$ cat src/rtl/cpu_trace_pkg.sv
// Shared types and constants for the CPU run monitor: FSM states, trace entry
// layout and the core's opcode encoding (opcode lives in instr[15:12]).
package cpu_trace_pkg;

    typedef enum logic [1:0] {
        ST_RUN  = 2'd0,
        ST_PASS = 2'd1,
        ST_FAIL = 2'd2,
        ST_TMO  = 2'd3
    } state_t;

    localparam int INSTR_W     = 16;
    localparam int TRACE_CYC_W = 16;
    localparam int TRACE_PC_W  = 16;

    // Entry layout at default widths; the top builds the same field order at its own widths.
    typedef struct packed {
        logic [TRACE_CYC_W-1:0] cycle;
        logic [TRACE_PC_W-1:0]  pc;
        logic [INSTR_W-1:0]     instr;
        logic                   zero;
    } trace_entry_t;

    localparam logic [3:0] OP_NOP  = 4'h0;
    localparam logic [3:0] OP_ADD  = 4'h1;
    localparam logic [3:0] OP_SUB  = 4'h2;
    localparam logic [3:0] OP_AND  = 4'h3;
    localparam logic [3:0] OP_OR   = 4'h4;
    localparam logic [3:0] OP_XOR  = 4'h5;
    localparam logic [3:0] OP_ADDI = 4'h6;
    localparam logic [3:0] OP_LW   = 4'h7;
    localparam logic [3:0] OP_SW   = 4'h8;
    localparam logic [3:0] OP_BEQ  = 4'h9;
    localparam logic [3:0] OP_JMP  = 4'hA;

    function automatic logic [3:0] opcode_of(input logic [INSTR_W-1:0] instr);
        return instr[INSTR_W-1:INSTR_W-4];
    endfunction

endpackage

$ cat src/rtl/trace_fifo.sv
// Show-ahead FIFO with occupancy count, sticky overflow and a selectable
// full policy (drop the new entry, or overwrite the oldest one).
module trace_fifo #(
    parameter int DEPTH     = 16,
    parameter int WIDTH     = 8,
    parameter int OVERWRITE = 0,
    localparam int AW       = $clog2(DEPTH),
    localparam int CNT_W    = AW + 1
) (
    input  logic             clk,
    input  logic             rst_n,
    input  logic             clr,
    input  logic             push,
    input  logic             pop,
    input  logic [WIDTH-1:0] wdata,
    output logic [WIDTH-1:0] rdata,
    output logic             valid,
    output logic [CNT_W-1:0] count,
    output logic             overflow
);

    logic [WIDTH-1:0] mem [DEPTH];
    logic [AW-1:0]    wr_ptr;
    logic [AW-1:0]    rd_ptr;
    logic             full;
    logic             do_pop;
    logic             do_write;
    logic             drop_old;
    logic             lost;

    assign valid    = (count != '0);
    assign full     = (count == CNT_W'(DEPTH));
    assign do_pop   = pop && valid;
    // A pop on a full FIFO frees the slot the push needs, so only a pop-less push can be lost.
    assign lost     = push && full && !do_pop;
    assign drop_old = lost && (OVERWRITE != 0);
    assign do_write = push && (!lost || drop_old);
    assign rdata    = valid ? mem[rd_ptr] : '0;

    always_ff @(posedge clk or negedge rst_n) begin
        if (!rst_n) begin
            wr_ptr   <= '0;
            rd_ptr   <= '0;
            count    <= '0;
            overflow <= 1'b0;
        end else if (clr) begin
            wr_ptr   <= '0;
            rd_ptr   <= '0;
            count    <= '0;
            overflow <= 1'b0;
        end else begin
            if (do_write)
                wr_ptr <= wr_ptr + 1'b1;
            if (do_pop || drop_old)
                rd_ptr <= rd_ptr + 1'b1;
            if (lost)
                overflow <= 1'b1;
            if (do_write && !do_pop && !drop_old)
                count <= count + 1'b1;
            else if (do_pop && !do_write)
                count <= count - 1'b1;
        end
    end

    always_ff @(posedge clk) begin
        if (do_write && !clr)
            mem[wr_ptr] <= wdata;
    end

endmodule

$ cat src/rtl/cpu_trace_unit.sv
// Run monitor beside the 16-bit core: shadows register writebacks, logs
// commits to a trace FIFO and ends the run on STOP_PC or a cycle timeout.
//
//   state   | meaning
//   --------+----------------------------------------------------
//   ST_RUN  | program running; commits logged, cycles counted
//   ST_PASS | stop PC reached and checked register matched
//   ST_FAIL | stop PC reached and checked register differed
//   ST_TMO  | cycle budget exhausted before the stop PC
module cpu_trace_unit
    import cpu_trace_pkg::*;
#(
    parameter int DATA_W    = 16,
    parameter int PC_W      = 16,
    parameter int NREGS     = 8,
    parameter int DEPTH     = 16,
    parameter int CYC_W     = 16,
    parameter int OVERWRITE = 0,
    parameter int STOP_PC   = 32,
    parameter int TIMEOUT   = 100,
    parameter int CHECK_REG = 6,
    parameter int CHECK_VAL = 0,
    localparam int RA_W     = $clog2(NREGS),
    localparam int CNT_W    = $clog2(DEPTH) + 1
) (
    input  logic              clk,
    input  logic              rst_n,
    input  logic              restart,
    input  logic              commit_valid,
    input  logic [PC_W-1:0]   commit_pc,
    input  logic [15:0]       commit_instr,
    input  logic              commit_zero,
    input  logic              wb_en,
    input  logic [RA_W-1:0]   wb_addr,
    input  logic [DATA_W-1:0] wb_data,
    input  logic              trace_rd_en,
    output logic              trace_valid,
    output logic [CYC_W-1:0]  trace_cycle,
    output logic [PC_W-1:0]   trace_pc,
    output logic [15:0]       trace_instr,
    output logic              trace_zero,
    output logic [CNT_W-1:0]  trace_count,
    output logic              overflow,
    output logic              done,
    output logic              halted,
    output logic              pass,
    output logic              timeout
);

    typedef struct packed {
        logic [CYC_W-1:0] cycle;
        logic [PC_W-1:0]  pc;
        logic [15:0]      instr;
        logic             zero;
    } entry_t;

    localparam logic [PC_W-1:0]   STOP_PC_V = PC_W'(STOP_PC);
    localparam logic [CYC_W-1:0]  TMO_LAST  = CYC_W'(TIMEOUT - 1);
    localparam logic [RA_W-1:0]   CHK_IDX   = RA_W'(CHECK_REG);
    localparam logic [DATA_W-1:0] CHK_VAL   = DATA_W'(CHECK_VAL);

    state_t            state;
    logic [CYC_W-1:0]  cyc_cnt;
    logic [DATA_W-1:0] shadow [NREGS];
    logic              in_run;
    logic              log_en;
    logic              stop_hit;
    logic              tmo_hit;
    logic [DATA_W-1:0] cmp_val;
    entry_t            push_entry;
    entry_t            head;

    assign in_run   = (state == ST_RUN);
    assign log_en   = commit_valid && in_run;
    assign stop_hit = log_en && (commit_pc == STOP_PC_V);
    assign tmo_hit  = in_run && (cyc_cnt == TMO_LAST);
    // The stop commit's own writeback is not in the shadow yet, so bypass it.
    assign cmp_val  = (wb_en && (wb_addr == CHK_IDX)) ? wb_data : shadow[CHK_IDX];

    always_ff @(posedge clk or negedge rst_n) begin
        if (!rst_n) begin
            state   <= ST_RUN;
            cyc_cnt <= '0;
            done    <= 1'b0;
            halted  <= 1'b0;
            pass    <= 1'b0;
            timeout <= 1'b0;
        end else if (restart) begin
            state   <= ST_RUN;
            cyc_cnt <= '0;
            done    <= 1'b0;
            halted  <= 1'b0;
            pass    <= 1'b0;
            timeout <= 1'b0;
        end else begin
            done <= 1'b0;
            if (in_run) begin
                if (cyc_cnt != '1)
                    cyc_cnt <= cyc_cnt + 1'b1;
                if (stop_hit) begin
                    done   <= 1'b1;
                    halted <= 1'b1;
                    if (cmp_val == CHK_VAL) begin
                        state <= ST_PASS;
                        pass  <= 1'b1;
                    end else begin
                        state <= ST_FAIL;
                    end
                end else if (tmo_hit) begin
                    state   <= ST_TMO;
                    done    <= 1'b1;
                    halted  <= 1'b1;
                    timeout <= 1'b1;
                end
            end
        end
    end

    always_ff @(posedge clk or negedge rst_n) begin
        if (!rst_n) begin
            shadow <= '{default: '0};
        end else if (restart) begin
            shadow <= '{default: '0};
        end else if (log_en && wb_en) begin
            shadow[wb_addr] <= wb_data;
        end
    end

    assign push_entry = '{cycle: cyc_cnt, pc: commit_pc, instr: commit_instr, zero: commit_zero};

    trace_fifo #(
        .DEPTH    (DEPTH),
        .WIDTH    ($bits(entry_t)),
        .OVERWRITE(OVERWRITE)
    ) u_fifo (
        .clk     (clk),
        .rst_n   (rst_n),
        .clr     (restart),
        .push    (log_en),
        .pop     (trace_rd_en),
        .wdata   (push_entry),
        .rdata   (head),
        .valid   (trace_valid),
        .count   (trace_count),
        .overflow(overflow)
    );

    assign trace_cycle = head.cycle;
    assign trace_pc    = head.pc;
    assign trace_instr = head.instr;
    assign trace_zero  = head.zero;

endmodule
$ cat config.mk
export PLATFORM = sky130hd
export DESIGN_NAME = cpu_trace_unit
export DESIGN_NICKNAME = d
export VERILOG_FILES = /design/src/rtl/cpu_trace_pkg.sv /design/src/rtl/trace_fifo.sv /design/src/rtl/cpu_trace_unit.sv
export SDC_FILE = /design/constraint.sdc
export NUM_CORES = 1
export LEC_CHECK = 0
export CORE_MARGIN = 5
export CORE_UTILIZATION = 50
export DETAILED_ROUTE_END_ITERATION = 6
export PLACE_DENSITY = 0.76
export SETUP_SLACK_MARGIN = 0.1
export SLEW_MARGIN = 30
export SYNTH_ARGS = -nofsm -noshare
export SYNTH_HDL_FRONTEND = slang
export SYNTH_SLANG_ARGS = --single-unit
$ cat constraint.sdc
create_clock -name clk -period 13 [get_ports clk]
set_input_delay 3.9 -clock clk [delete_from_list [all_inputs] [get_ports clk]]
set_output_delay 3.9 -clock clk [all_outputs]
set_load 0.02 [all_outputs]
; Word-level counts from Yosys, hierarchy flattened
; Memories as Yosys holds them, arrays and structs flattened.
; Index checks and enable logic that the tools add are counted.
[word_totals]
ff_bits = 164
ramBits = 784
input_bits = 58
out_inout_bits = 60
word_cells = 109
n_memories = 1
[mem_list]
columns = memory, depth, word_bits, read_ports, rd_clocked_by_memory_dff, write_ports, line
row1 = u_fifo.mem, 16, 49, 1, 0, 1, trace_fifo.sv:22  ; logic [WIDTH-1:0] mem [DEPTH];
[classes]
add_sub_neg = 5
n_lt_le_gt_ge = 2
eq_ne = 6
mux = 41
bitwise_logic = 1
n_reduce_logical = 35
[ops]
columns = operator, n
row1 = 2-to-1 mux 128 bit, 2
row2 = bitwise mux 128 bit, 1
row3 = 2-to-1 mux 16 bit, 5
row4 = 2-to-1 mux 49 bit, 1
row5 = demux 16 bit (select 3 bit), 1
row6 = 2-to-1 mux 1 bit, 19
row7 = nonzero test 2 bit, 9
row8 = "adder 16 x 1 -> 16 bit, second input constant", 1
row9 = "equality test 16 x 6 -> 1 bit, second input constant", 1
row10 = "equality test 16 x 7 -> 1 bit, second input constant", 1
row11 = logical NOT 16 bit, 1
row12 = 2-to-1 mux 4 bit, 4
row13 = "inequality test 16 bit, second input constant", 1
row14 = 2-to-1 mux 5 bit, 3
row15 = logical AND 1 bit, 13
row16 = 2-to-1 mux 2 bit, 5
row17 = "adder 4 x 1 -> 4 bit, second input constant", 2
row18 = AND reduction 3 bit, 2
row19 = nonzero test 3 bit, 2
row20 = "adder 5 x 1 -> 5 bit, second input constant", 1
row21 = "equality test 5 bit, second input constant", 1
row22 = nonzero test 5 bit, 1
row23 = "subtractor 5 x 1 -> 5 bit, second input constant", 1
row24 = ">= comparator 4 bit, second input constant", 1
row25 = 7 further kinds, 11

; Logic depth before layout (Yosys ltp)
[depth]
depth_word = 11
ltp_mapped = 11
ltp_nobuf = 10

; By module
; From an unflattened synthesis, not the netlist that was laid out.
[unflattened]
hier_cells = 1511
hier_area_um2 = 32464.9
[by_module_without_submodules]
columns = module, instances, cells_each, area_per_inst_um2, seq_area_each_um2
row1 = trace_fifo, 1, 1315, 30539.3, 23892.9
row2 = cpu_trace_unit, 1, 196, 1925.6, 950.9

; Least setup slack after synthesis
; No wires, ideal clock.
[synth_path]
path_type = in2reg
startpoint = input commit_valid
endpoint = memory u_fifo.mem[3][0] in the netlist's numbering (enable)
setup_ns = 0.577
arrival_ns = 9.366
required_time_ns = 12.423
setup_slack_ns = 3.057
stages = 4
path_cell_list = or3b_1 -> clkbuf_1 -> a31o_2 -> nor4_1
[synth_between]
elab_chain_len = 8
[synth_lines]
columns = element, line
row1 = from (decl), cpu_trace_unit.sv:29  ; input logic commit_valid,
row2 = logical AND 1 bit *, cpu_trace_unit.sv:74  ; assign log_en = commit_valid && in_run;
row3 = logical AND 1 bit (2 in series), trace_fifo.sv:35  ; assign lost = push && full && !do_pop;
row4 = logical NOT 1 bit, trace_fifo.sv:37  ; assign do_write = push && (!lost || drop_old);
row5 = logical AND 1 bit *, trace_fifo.sv:37
row6 = logical AND 1 bit *, trace_fifo.sv:66  ; if (do_write && !clr)
row7 = 2-to-1 mux 1 bit *, trace_fifo.sv:66
row8 = 2-to-1 mux 1 bit (not written as such) *, trace_fifo.sv:67  ; mem[wr_ptr] <= wdata;
row9 = to (decl), trace_fifo.sv:22
; Mark *: on every way between the ends. The rest lies on a longest branch, timed or not.

; Worst setup path in the final report
[layout_path]
startpoint = register u_fifo.rd_ptr[0]
endpoint = output trace_cycle[3]
[layout_between]
elab_chain_len = 2
[layout_lines]
columns = element, line
row1 = from (decl), trace_fifo.sv:24  ; logic [AW-1:0] rd_ptr;
row2 = from (signal assigned), trace_fifo.sv:55  ; rd_ptr <= rd_ptr + 1'b1;
row3 = memory (16 x 49 bit), -
row4 = 2-to-1 mux 49 bit, trace_fifo.sv:38  ; assign rdata = valid ? mem[rd_ptr] : '0;
row5 = to (decl), cpu_trace_unit.sv:38  ; output logic [CYC_W-1:0] trace_cycle,
; Every way passes these cells.

==> results.ini <==
[sta]
fin_ws_ns=4.945
setup_violations=0
finalHoldViolCount=0
slew-limit-headroom=0.4019
report.final.slew_viol_count=0
rsz0062_at_grt=false
final.setup_skew_ns=0.02716
tightest_slew_ns=0.8971
tns_ns=0
fin_crit_ns=8.055
period_share=0.6196
fmax_mhz=124.1

[synthesis]
yosysMostFrequentCell=edfxtp_1
synth_area_leaders=edfxtp_1 (72%), mux4_2 (17%), dfrtp_1 (4.0%), and2_1 (1.2%), nor2_1 (0.61%)
ys.flop_type=edfxtp_1
synth_top_area_share=0.7220
ys_seq_area_frac=0.7619
ys_seq_elements=836
synthSimpleGateAreaFrac=0.03181
synthAdderAreaFrac=0.004451
synth_cells=1444
yosys_warnings=0
synth-edff-count=784
synthArstFlopShare=0.06220
synth_top_family_by_area=multiplexers
syn_nets=1513
yosys.area.top_type=edfxtp_1
synth_compound_area_frac=0.006907
synth_xor_xnor_area_share=0.005103
synth_area_sq_mm=0.03261
synthDistinctLibCells=45
synthMuxAreaShare=0.1765
synth_commonest_cells=edfxtp_1 (784), mux4_2 (245), and2_1 (62), nor2_1 (53), dfrtp_1 (52)
synth_area_per_cell_sq_um=22.58

[detailed_routing]
drtIter0Drc=1754
drt_wl_total_mm=72.79
ant_nets=0
drc_errors=0
post_drt_wl_per_cell_um=28.88
dr.pass1.iters=5
drt-vias-per-instance=6.167
vias=15540

[place]
place_area_sq_mm=0.03476
gp_congestion=0.7681
preCtsSetupSlack_ns=5.235
dp_hpwl_mm=34.74
io_buffers=117
dp_cells=2369

[grt]
track_usage=0.2077
grt_pass1_wl_mm=108.2
grt-ovfl-total=0
antenna_found_initial=4
grt_max_degree=105
grt_pass1_vias=16310

[setup_path]
startpoint_type=flip-flop
crit_required_ns=9.10
worst-path-buf-inv=3
crit_arrival_ns=4.15
crit_type=flip-flop to output pin
cp_cell_sequence=buf_12 -> buf_16 -> mux4_2 -> mux4_2 -> and2_1 -> clkdlybuf4s50_1
critical_path.top_delay_family=buffers and inverters
worstPathMaxFanout=75
endpoint_kind=output pin
critPathMaxStageDelay_ns=0.72
path_common_cell=mux4_2
cp_slowest_cell=dfrtp_4

[hold_path]
min_path_type=flip-flop to flip-flop

[final_layout]
nets=1671
final_cells=2520
synthToLayoutAreaGrowth_pct=15.07
layout-drive-gt1-share=0.2523
final_area_sq_mm=0.03752
n_antenna_cell=0

[floorplan]
die_w_um=265.4
rows=93
coreArea_sq_mm=0.06458
die_h_um=265.4
start_util=0.5049
ios=118
fp.dieArea_sq_mm=0.07042

[clock_tree]
cts_buffers=84
clk_pin_slew_ns=0.06
cts-root-buf=clkbuf_16
clkLatencyLatePin_ns=0.62
cts-hold-fix-buffers=0
ctsResizeCount=0
ctsHtreeMaxLevel=3
cts_tree=done
post_cts_buffers=0
clockBufferDepth=3
clock-sinks=836

[flow_run]
cap_violations=0

[power]
power_density_mw_per_mm2=176.2
ir_drop_mv=0.1138
leakagePower_nw=11.70

[run_status]
run_status=finished, final reports clean

## worst paths after layout
path	slack, ns	cells after the start	start	end
worst max-delay path	4.95	6	u_fifo.rd_ptr[0]	trace_cycle[3]
worst min-delay path	0.52	2	shadow[19]	shadow[19]
worst max register to register	9.39	6	state[0]	u_fifo.mem[14][26]
worst min register to register	0.52	2	shadow[19]	shadow[19]
max in group asynchronous	9.00	2	rst_n	u_fifo.rd_ptr[0]
min in group asynchronous	3.44	2	rst_n	shadow[31]
## worst min-delay path, cell delays in order, from the launching register on
cell	delay [ns]
dfrtp_1	0.34
mux2i_1	0.07
nor2_1	0.08
## layout by cell type, fill, tap and decap left out, types with 4 or more instances in the layout
master	instances
nand2_1	19
clkinv_1	20
ha_1	10
mux2i_1	18
clkbuf_1	10
bufinv_16	9
nor2_1	52
o211ai_1	5
buf_6	12
a31oi_1	4
clkinv_4	4
dfrtp_1	48
a21oi_1	8
nand3_1	11
buf_4	13
xor2_1	16
clkinv_2	15
inv_1	9
clkbuf_16	86
and2_2	12
mux2_1	5
mux4_2	245
nor4_1	13
nor3_1	6
nand4_1	6
o2111ai_1	4
and2_1	50
clkdlybuf4s50_1	115
edfxtp_1	784
## cell type report
cell class              instances  area, sq um
fillers                      4474        27060
clock buffers                  97         2203
repair buffers                146         1481
multi-input cells             525         7381
inverters                       9        33.78
flip-flops and latches        836        24860
clock inverters                52        495.5
well taps                     855         1070
## per-layer routing
layer	up-vias	track usage	wire length [um]
li1	6370	-	-
met4	2	0.04322	1375
met3	113	0.03987	6292
met5	-	0	13
met1	8231	0.2912	27590
met2	824	0.3487	37520
## cells by family after synthesis
| kind of cell | after synthesis |
|---|---|
| mux | 268 |
| simple gates | 194 |
| flops | 836 |
| fa+ha+maj | 11 |
| buf+inv | 83 |
| compound gates | 33 |
| xor+xnor | 19 |
## where the power goes
part / switching, mW / internal, mW / total (mW)
logic: 0.584 / 0.642 / 1.23
clock network: 0.977 / 1.39 / 2.37
registers: 0.0495 / 2.97 / 3.02
total: 1.61 / 5.00 / 6.61
## sequential cells by signal (all words and copies together), names as in the netlist
name             cells
cyc_cnt             16
done                 1
halted               1
pass                 1
shadow              16
state                2
timeout              1
u_fifo.count         5
u_fifo.mem         784
u_fifo.overflow      1
u_fifo.rd_ptr        4
u_fifo.wr_ptr        4
## stage by stage
stage	power, mW	util	hold slack, ns
2_1_floorplan	3.903	-	0.4866
3_3_place_gp	4.284	0.5373	0.5016
3_5_place_dp	4.298	0.5382	0.5043
4_1_cts	6.666	0.5800	0.5261
5_1_grt	6.863	0.5810	0.5542
6_report	6.611	0.5810	0.5240
Power figures use the tool's default switching activity.
